File: config.mk
export PLATFORM = sky130hd
export DESIGN_NAME = segment_formatter
export DESIGN_NICKNAME = d
export VERILOG_FILES = /design/src/rtl/segment_pkg.sv /design/src/rtl/bcd_to_seg.sv /design/src/rtl/segment_formatter.sv
export SDC_FILE = /design/constraint.sdc
export NUM_CORES = 1
export LEC_CHECK = 0
export ABC_AREA = 1
export BUFFER_PORTS_ARGS = -buffer_cell sky130_fd_sc_hd__buf_2
export CAP_MARGIN = 25
export CORE_AREA = 2 2 98 100
export DETAILED_ROUTE_END_ITERATION = 7
export DIE_AREA = 0 0 100 102
export PLACE_DENSITY_LB_ADDON = 0.3
export SLEW_MARGIN = 15
export SYNTH_ARGS = -nofsm -noshare
export SYNTH_HDL_FRONTEND = slang
export SYNTH_HIERARCHICAL = 1
export SYNTH_SLANG_ARGS = --single-unit
export TNS_END_PERCENT = 20
File: constraint.sdc
create_clock -name clk -period 1.4 [get_ports clk]
set_clock_uncertainty 0.1 [all_clocks]
set_input_delay 0.28 -clock clk [delete_from_list [all_inputs] [get_ports clk]]
set_output_delay 0.28 -clock clk [all_outputs]
set_load 0.05 [all_outputs]
File: src/rtl/segment_pkg.sv
// ---------------------------------------------------------------------------
// segment_pkg
// Shared constants and types for the segment_formatter block:
//   - SEG_DIGIT[0:9] : active-low {g,f,e,d,c,b,a} patterns for digits 0..9
//   - SEG_BLANK      : all segments off
//   - SEG_DASH       : middle segment only, shown on every digit on overflow
//   - fmt_state_t    : conversion FSM states
//   - BCD_DIGITS, MAX_DISPLAY, VALUE_W, LAST_STEP : sizing constants
// ---------------------------------------------------------------------------
package segment_pkg;

    localparam int unsigned VALUE_W     = 14;
    localparam int unsigned BCD_DIGITS  = 4;
    localparam int unsigned MAX_DISPLAY = 9999;

    // Counter value of the final shift step (14 steps: 0..13).
    localparam logic [3:0] LAST_STEP = 4'(VALUE_W - 1);

    localparam logic [6:0] SEG_BLANK = 7'b1111111;
    localparam logic [6:0] SEG_DASH  = 7'b0111111;

    localparam logic [6:0] SEG_DIGIT [0:9] = '{
        7'b1000000,  // 0
        7'b1111001,  // 1
        7'b0100100,  // 2
        7'b0110000,  // 3
        7'b0011001,  // 4
        7'b0010010,  // 5
        7'b0000010,  // 6
        7'b1111000,  // 7
        7'b0000000,  // 8
        7'b0010000   // 9
    };

    typedef enum logic [1:0] {
        IDLE,
        CONVERT,
        UPDATE
    } fmt_state_t;

endpackage

File: src/rtl/bcd_to_seg.sv
// ---------------------------------------------------------------------------
// bcd_to_seg
// Combinational decoder from one BCD nibble to an active-low 7-segment
// pattern. Codes 10..15 are not valid BCD and map to SEG_BLANK.
// Ports:
//   i_bcd [3:0] : BCD digit
//   o_seg [6:0] : {g,f,e,d,c,b,a}, 0 = segment lit
// ---------------------------------------------------------------------------
module bcd_to_seg
    import segment_pkg::*;
(
    input  logic [3:0] i_bcd,
    output logic [6:0] o_seg
);

    always_comb begin
        o_seg = SEG_BLANK;
        if (i_bcd <= 4'd9) begin
            o_seg = SEG_DIGIT[i_bcd];
        end
    end

endmodule

File: src/rtl/segment_formatter.sv
// ---------------------------------------------------------------------------
// segment_formatter
// Converts a 14-bit binary value into four 7-segment digit patterns using a
// sequential double-dabble (shift-add-3) conversion, one step per clock.
// Results are registered and replace the previous patterns all at once.
//
// Ports:
//   clk      : system clock, rising edge
//   rst_n    : asynchronous active-low reset
//   value    : binary value, sampled on an accepted load
//   load     : conversion request, accepted only while busy = 0
//   seg0..3  : ones..thousands digit patterns, active-low {g,f,e,d,c,b,a}
//   busy     : conversion in progress
//   done     : one-cycle pulse when new patterns appear
//   overflow : last accepted value exceeded 9999 (all digits show a dash)
//
// Build option:
//   SEGMENT_FORMATTER_LZB_EN : when defined, leading zeros on seg3..seg1 are
//                              blanked; seg0 always shows its digit.
// ---------------------------------------------------------------------------
module segment_formatter
    import segment_pkg::*;
#(
    parameter int unsigned VALUE_W = 14
) (
    input  logic               clk,
    input  logic               rst_n,
    input  logic [VALUE_W-1:0] value,
    input  logic               load,
    output logic [6:0]         seg0,
    output logic [6:0]         seg1,
    output logic [6:0]         seg2,
    output logic [6:0]         seg3,
    output logic               busy,
    output logic               done,
    output logic               overflow
);

    localparam logic [VALUE_W-1:0] W_MAX = VALUE_W'(MAX_DISPLAY);

    fmt_state_t                r_state;
    fmt_state_t                w_state_next;

    logic [VALUE_W-1:0]        r_shift;
    logic [4*BCD_DIGITS-1:0]   r_bcd;
    logic [3:0]                r_cnt;
    logic                      r_ovf_pend;
    logic [6:0]                r_seg [0:BCD_DIGITS-1];
    logic                      r_done;
    logic                      r_overflow;

    logic [4*BCD_DIGITS-1:0]   w_bcd_adj;
    logic [6:0]                w_pat      [0:BCD_DIGITS-1];
    logic [6:0]                w_seg_next [0:BCD_DIGITS-1];

    // -----------------------------------------------------------------------
    // FSM: state register
    // -----------------------------------------------------------------------
    always_ff @(posedge clk or negedge rst_n) begin
        if (!rst_n) begin
            r_state <= IDLE;
        end else begin
            r_state <= w_state_next;
        end
    end

    // -----------------------------------------------------------------------
    // FSM: next state and busy
    // -----------------------------------------------------------------------
    always_comb begin
        w_state_next = r_state;
        busy         = (r_state != IDLE);
        case (r_state)
            IDLE: begin
                if (load) begin
                    w_state_next = CONVERT;
                end
            end
            CONVERT: begin
                if (r_cnt == LAST_STEP) begin
                    w_state_next = UPDATE;
                end
            end
            UPDATE: begin
                w_state_next = IDLE;
            end
            default: begin
                w_state_next = IDLE;
            end
        endcase
    end

    // -----------------------------------------------------------------------
    // Add-3 correction applied to every nibble before the shift
    // -----------------------------------------------------------------------
    always_comb begin
        w_bcd_adj = '0;
        for (int unsigned i = 0; i < BCD_DIGITS; i++) begin
            if (r_bcd[4*i +: 4] >= 4'd5) begin
                w_bcd_adj[4*i +: 4] = r_bcd[4*i +: 4] + 4'd3;
            end else begin
                w_bcd_adj[4*i +: 4] = r_bcd[4*i +: 4];
            end
        end
    end

    // -----------------------------------------------------------------------
    // Digit decoders
    // -----------------------------------------------------------------------
    for (genvar g = 0; g < BCD_DIGITS; g++) begin : g_dec
        bcd_to_seg u_bcd_to_seg (
            .i_bcd (r_bcd[4*g +: 4]),
            .o_seg (w_pat[g])
        );
    end

    // -----------------------------------------------------------------------
    // Final pattern selection: overflow dash, optional leading-zero blanking
    // -----------------------------------------------------------------------
    always_comb begin
        for (int unsigned i = 0; i < BCD_DIGITS; i++) begin
            w_seg_next[i] = w_pat[i];
        end
        if (r_ovf_pend) begin
            // The accumulator only holds four digits, so its contents are
            // meaningless here; the dash replaces every digit.
            for (int unsigned i = 0; i < BCD_DIGITS; i++) begin
                w_seg_next[i] = SEG_DASH;
            end
        end else begin
`ifdef SEGMENT_FORMATTER_LZB_EN
            if (r_bcd[15:12] == 4'd0) begin
                w_seg_next[3] = SEG_BLANK;
            end
            if (r_bcd[15:8] == 8'd0) begin
                w_seg_next[2] = SEG_BLANK;
            end
            if (r_bcd[15:4] == 12'd0) begin
                w_seg_next[1] = SEG_BLANK;
            end
`endif
        end
    end

    // -----------------------------------------------------------------------
    // Datapath and output registers
    // -----------------------------------------------------------------------
    always_ff @(posedge clk or negedge rst_n) begin
        if (!rst_n) begin
            r_shift    <= '0;
            r_bcd      <= '0;
            r_cnt      <= '0;
            r_ovf_pend <= 1'b0;
            r_done     <= 1'b0;
            r_overflow <= 1'b0;
            for (int unsigned i = 0; i < BCD_DIGITS; i++) begin
                r_seg[i] <= SEG_BLANK;
            end
        end else begin
            r_done <= (r_state == UPDATE);
            case (r_state)
                IDLE: begin
                    if (load) begin
                        r_shift    <= value;
                        r_bcd      <= '0;
                        r_cnt      <= '0;
                        r_ovf_pend <= (value > W_MAX);
                    end
                end
                CONVERT: begin
                    r_bcd   <= {w_bcd_adj[4*BCD_DIGITS-2:0], r_shift[VALUE_W-1]};
                    r_shift <= {r_shift[VALUE_W-2:0], 1'b0};
                    r_cnt   <= r_cnt + 4'd1;
                end
                UPDATE: begin
                    for (int unsigned i = 0; i < BCD_DIGITS; i++) begin
                        r_seg[i] <= w_seg_next[i];
                    end
                    r_overflow <= r_ovf_pend;
                end
                default: begin
                end
            endcase
        end
    end

    assign seg0     = r_seg[0];
    assign seg1     = r_seg[1];
    assign seg2     = r_seg[2];
    assign seg3     = r_seg[3];
    assign done     = r_done;
    assign overflow = r_overflow;

endmodule

==> summary.txt <==
Detailed routing
  • Detailed-routing iteration count for the pre-antenna-repair pass: 4
  • Starting DRT DRC Count: 125
  • Remaining antenna violation count after routing: 0
  • Avg WL per Cell: 12.9 µm
  • Average via count per standard cell: 5.08
  • Final routed wirelength across all metal layers: 8550 µm
  • DR vias: 3370
  • Remaining routing DRC violations: 0

Cells and area
  • Commonest non-fill, non-tap cells in the layout: 102 x nand2_1, 38 x inv_1, 30 x dfrtp_1
  • Final-stage net count: 595
  • ANT cells: 0
  • Leading cell type in the layout, fill and taps excluded: nand2_1
  • Fraction of layout instances using a drive strength above 1: 44.8%
  • Post-layout utilization of the core: 59.4%
  • Layout-stage area growth over the synthesis result: 34.1%

Setup path
  • CP max stage cell: dfrtp_1
  • Worst Path Required: 1.02 ns
  • Cell-by-cell trace of the critical path: nor2_4, buf_6, inv_2, buf_6
  • Worst Setup Start Kind: flip-flop
  • Maximum fanout along the worst path: 2
  • Max incr delay on CP: 0.41 ns
  • Most frequent cell on the critical path: buf_6
  • Critical path arrival: 1.17 ns
  • Type of the worst setup path: reg -> out
  • Sort of element at the end of the critical path: output port
  • Buf/Inv on CP: 3
  • Kind of cell adding the most delay to the critical path: flip-flops

Clocking
  • Clock buffers created by TritonCTS: 9
  • Clk root buf: clkbuf_8
  • Clk buf depth: 2
  • CTS sink count: 67
  • Post-CTS clock slew at the launch and capture registers of the worst setup and hold paths: 0.07 ns
  • TritonCTS clock tree: yes
  • CTS HTree Levels: 3
  • Clock latency on the worst-skew pair: 0.34 ns

Synthesis
  • Mux cell area share after synthesis: 0%
  • Synthesized area: 4030 µm²
  • Syn Inst Count: 460
  • Prevailing post-synth register cell: dfrtp_1
  • Xor and xnor area share after synthesis: 0.217%
  • Area fraction in compound gates after synthesis: 15.4%
  • Yosys warnings: 6
  • Number of library cell types mapped by synthesis: 30
  • Number of enable-type register cells in the synthesized netlist: 0
  • Synth Register Bits: 67
  • Async set-reset flop share out of synthesis: 100%
  • Largest family of logic cells by synthesized area: simple AND/OR/NAND/NOR gates
  • Simple-gate share of the synthesized area: 23.0%
  • Post-synthesis share of cell area spent on full adders, half adders and majority gates: 9.31%
  • Post-Syn Nets: 507
  • Mapped Avg Cell Area: 8.76 µm²
  • Proportion of synthesized chip area in sequential cells: 42.5%

STA
  • Worst path setup slack after routing: -0.148 ns
  • Max Clk Rate: 646 MHz
  • Measured slew at the worst slew-check pin: 0.373 ns
  • Fin Hold WS: 0.0965 ns
  • Setup-failing EPs final: 33
  • Max-Slew Margin vs Limit: 75.2%
  • Final critical delay including setup and external delays: 1.55 ns
  • Final Cycle Share: 111%
  • Final Hold Vio Count: 0
  • Pins over their slew limit: 0
  • Setup_tns: -0.859 ns
  • RSZ-0062 raised after global routing: yes

GRT
  • Global-route congestion overflow total: 0
  • Number of global-route vias before repair: 3183
  • Wire length of the first global-routing pass: 14200 µm
  • Initial antenna violation count: 0
  • Pin count of the biggest net entering global routing: 32
  • GRT Resource Usage Total: 17.1%

Pwr
  • Cell area power density: 2660 nW/µm²
  • Maximum ir drop on the vdd rail: 1.10 mV
  • Static leakage: 2.61 nW
  • Power consumption: 14.4 mW

Die
  • IO Count: 48
  • Full die area: 10200 µm²
  • Die outline height: 102 µm
  • Total number of placement rows: 35
  • Horiz. Die Dim: 100 µm
  • Area of the placeable core: 9110 µm²
  • Initial Util: 44.3%

Place
  • Worst Setup Slack post-DPL: -0.103 ns
  • GP Congestion: 0.864
  • Buffers added on ports: 47
  • Post-DP HPWL: 5570 µm

Min path
  • Path category of the worst min-delay check: in -> reg

Job
  • Max capacitance violation total: 0

Outcome
  • Violations in the final reports: negative setup slack
  • Run status: complete, but fails checks
-- sequential cells by signal, summed over array words and instances (netlist names) --
name	count
done	1
overflow	1
r_state	2
r_shift	14
r_bcd	16
seg1	7
r_ovf_pend	1
seg0	7
seg3	7
seg2	7
r_cnt	4
-- synth_stat cells, types with 9 or more instances --
master	number	area, µm²
nand2_1	117	439
inv_1	54	203
o21ai_2	9	78.8
o22a_1	10	87.6
o22a_2	14	140
dfstp_2	28	736
o21ai_0	36	180
nand2_2	10	62.6
dfrtp_1	39	976
nor2_1	18	67.6
nand3_1	32	160
buf_6	9	101
ha_1	30	375
-- kinds of logic after synthesis --
| group | Yosys count |
|---|---|
| and+or+nand+nor | 196 |
| AOI/OAI and AO/OA | 90 |
| buffers and inverters | 76 |
| DFF | 67 |
| adders and majority gates | 30 |
| xor gates and xnor gates | 1 |
-- layout make-up --
type / instances / area, µm²
clock inverters: 6 / 66.3
clock buffers: 10 / 128
repair buffers: 89 / 961
fillers: 778 / 3700
flip-flops and latches: 67 / 1720
inverters: 64 / 270
multi-input cells: 317 / 2120
well taps: 111 / 139
-- final timing paths --
kind / startpoint / cells after the start / to / slack (ns)
min reg2reg: r_shift[12] / 2 / r_shift[12] / 0.38
min in group asynchronous: rst_n / 2 / r_shift[11] / 0.26
min: value[0] / 3 / r_shift[0] / 0.1
max reg2reg: r_state[1] / 8 / r_bcd[11] / -0.07
max: r_state[0] / 4 / busy / -0.15
max in group asynchronous: rst_n / 3 / seg3[6] / 0.40
-- metrics by stage --
step | instance area (µm²) | instances
2_1_floorplan | 4030 | 460
3_3_place_gp | 4480 | 631
4_1_cts | 5070 | 656
3_5_place_dp | 4480 | 631
6_report | 5410 | 664
5_1_grt | 5410 | 664
-- worst register-to-register path: stages (launching register included) --
cell     delay, ns
dfrtp_1       0.41
buf_4         0.16
inv_4         0.07
nand2_8       0.10
buf_2         0.17
buf_4         0.13
a21oi_2       0.08
o21ai_1       0.08
o21ai_1       0.09
-- power by group --
part	total [mW]	internal [mW]	switching [mW]
registers	4.04	3.04	1.00
logic	8.75	3.90	4.85
clock network	1.61	0.827	0.781
total	14.4	7.77	6.63
-- per-layer routing --
metal	routed length (µm)	up-vias	track usage (%)
met4	106	0	6.32
li1	-	1685	-
met2	4200	72	28.7
met1	4010	1605	22.6
met5	0	-	0
met3	233	8	2.74
-- timing repair --
action / in CTS / in global routing
endpoints found under the setup margin: 65 / 94
pin swaps: 1 / 15
endpoints found under the hold margin: 9 / 0
hold buffers: 1 / 0
gates resized for setup: 114 / 83
gates cloned: 0 / 3
setup buffers: 8 / 7
No activity file was read; power rests on OpenSTA's default activity.
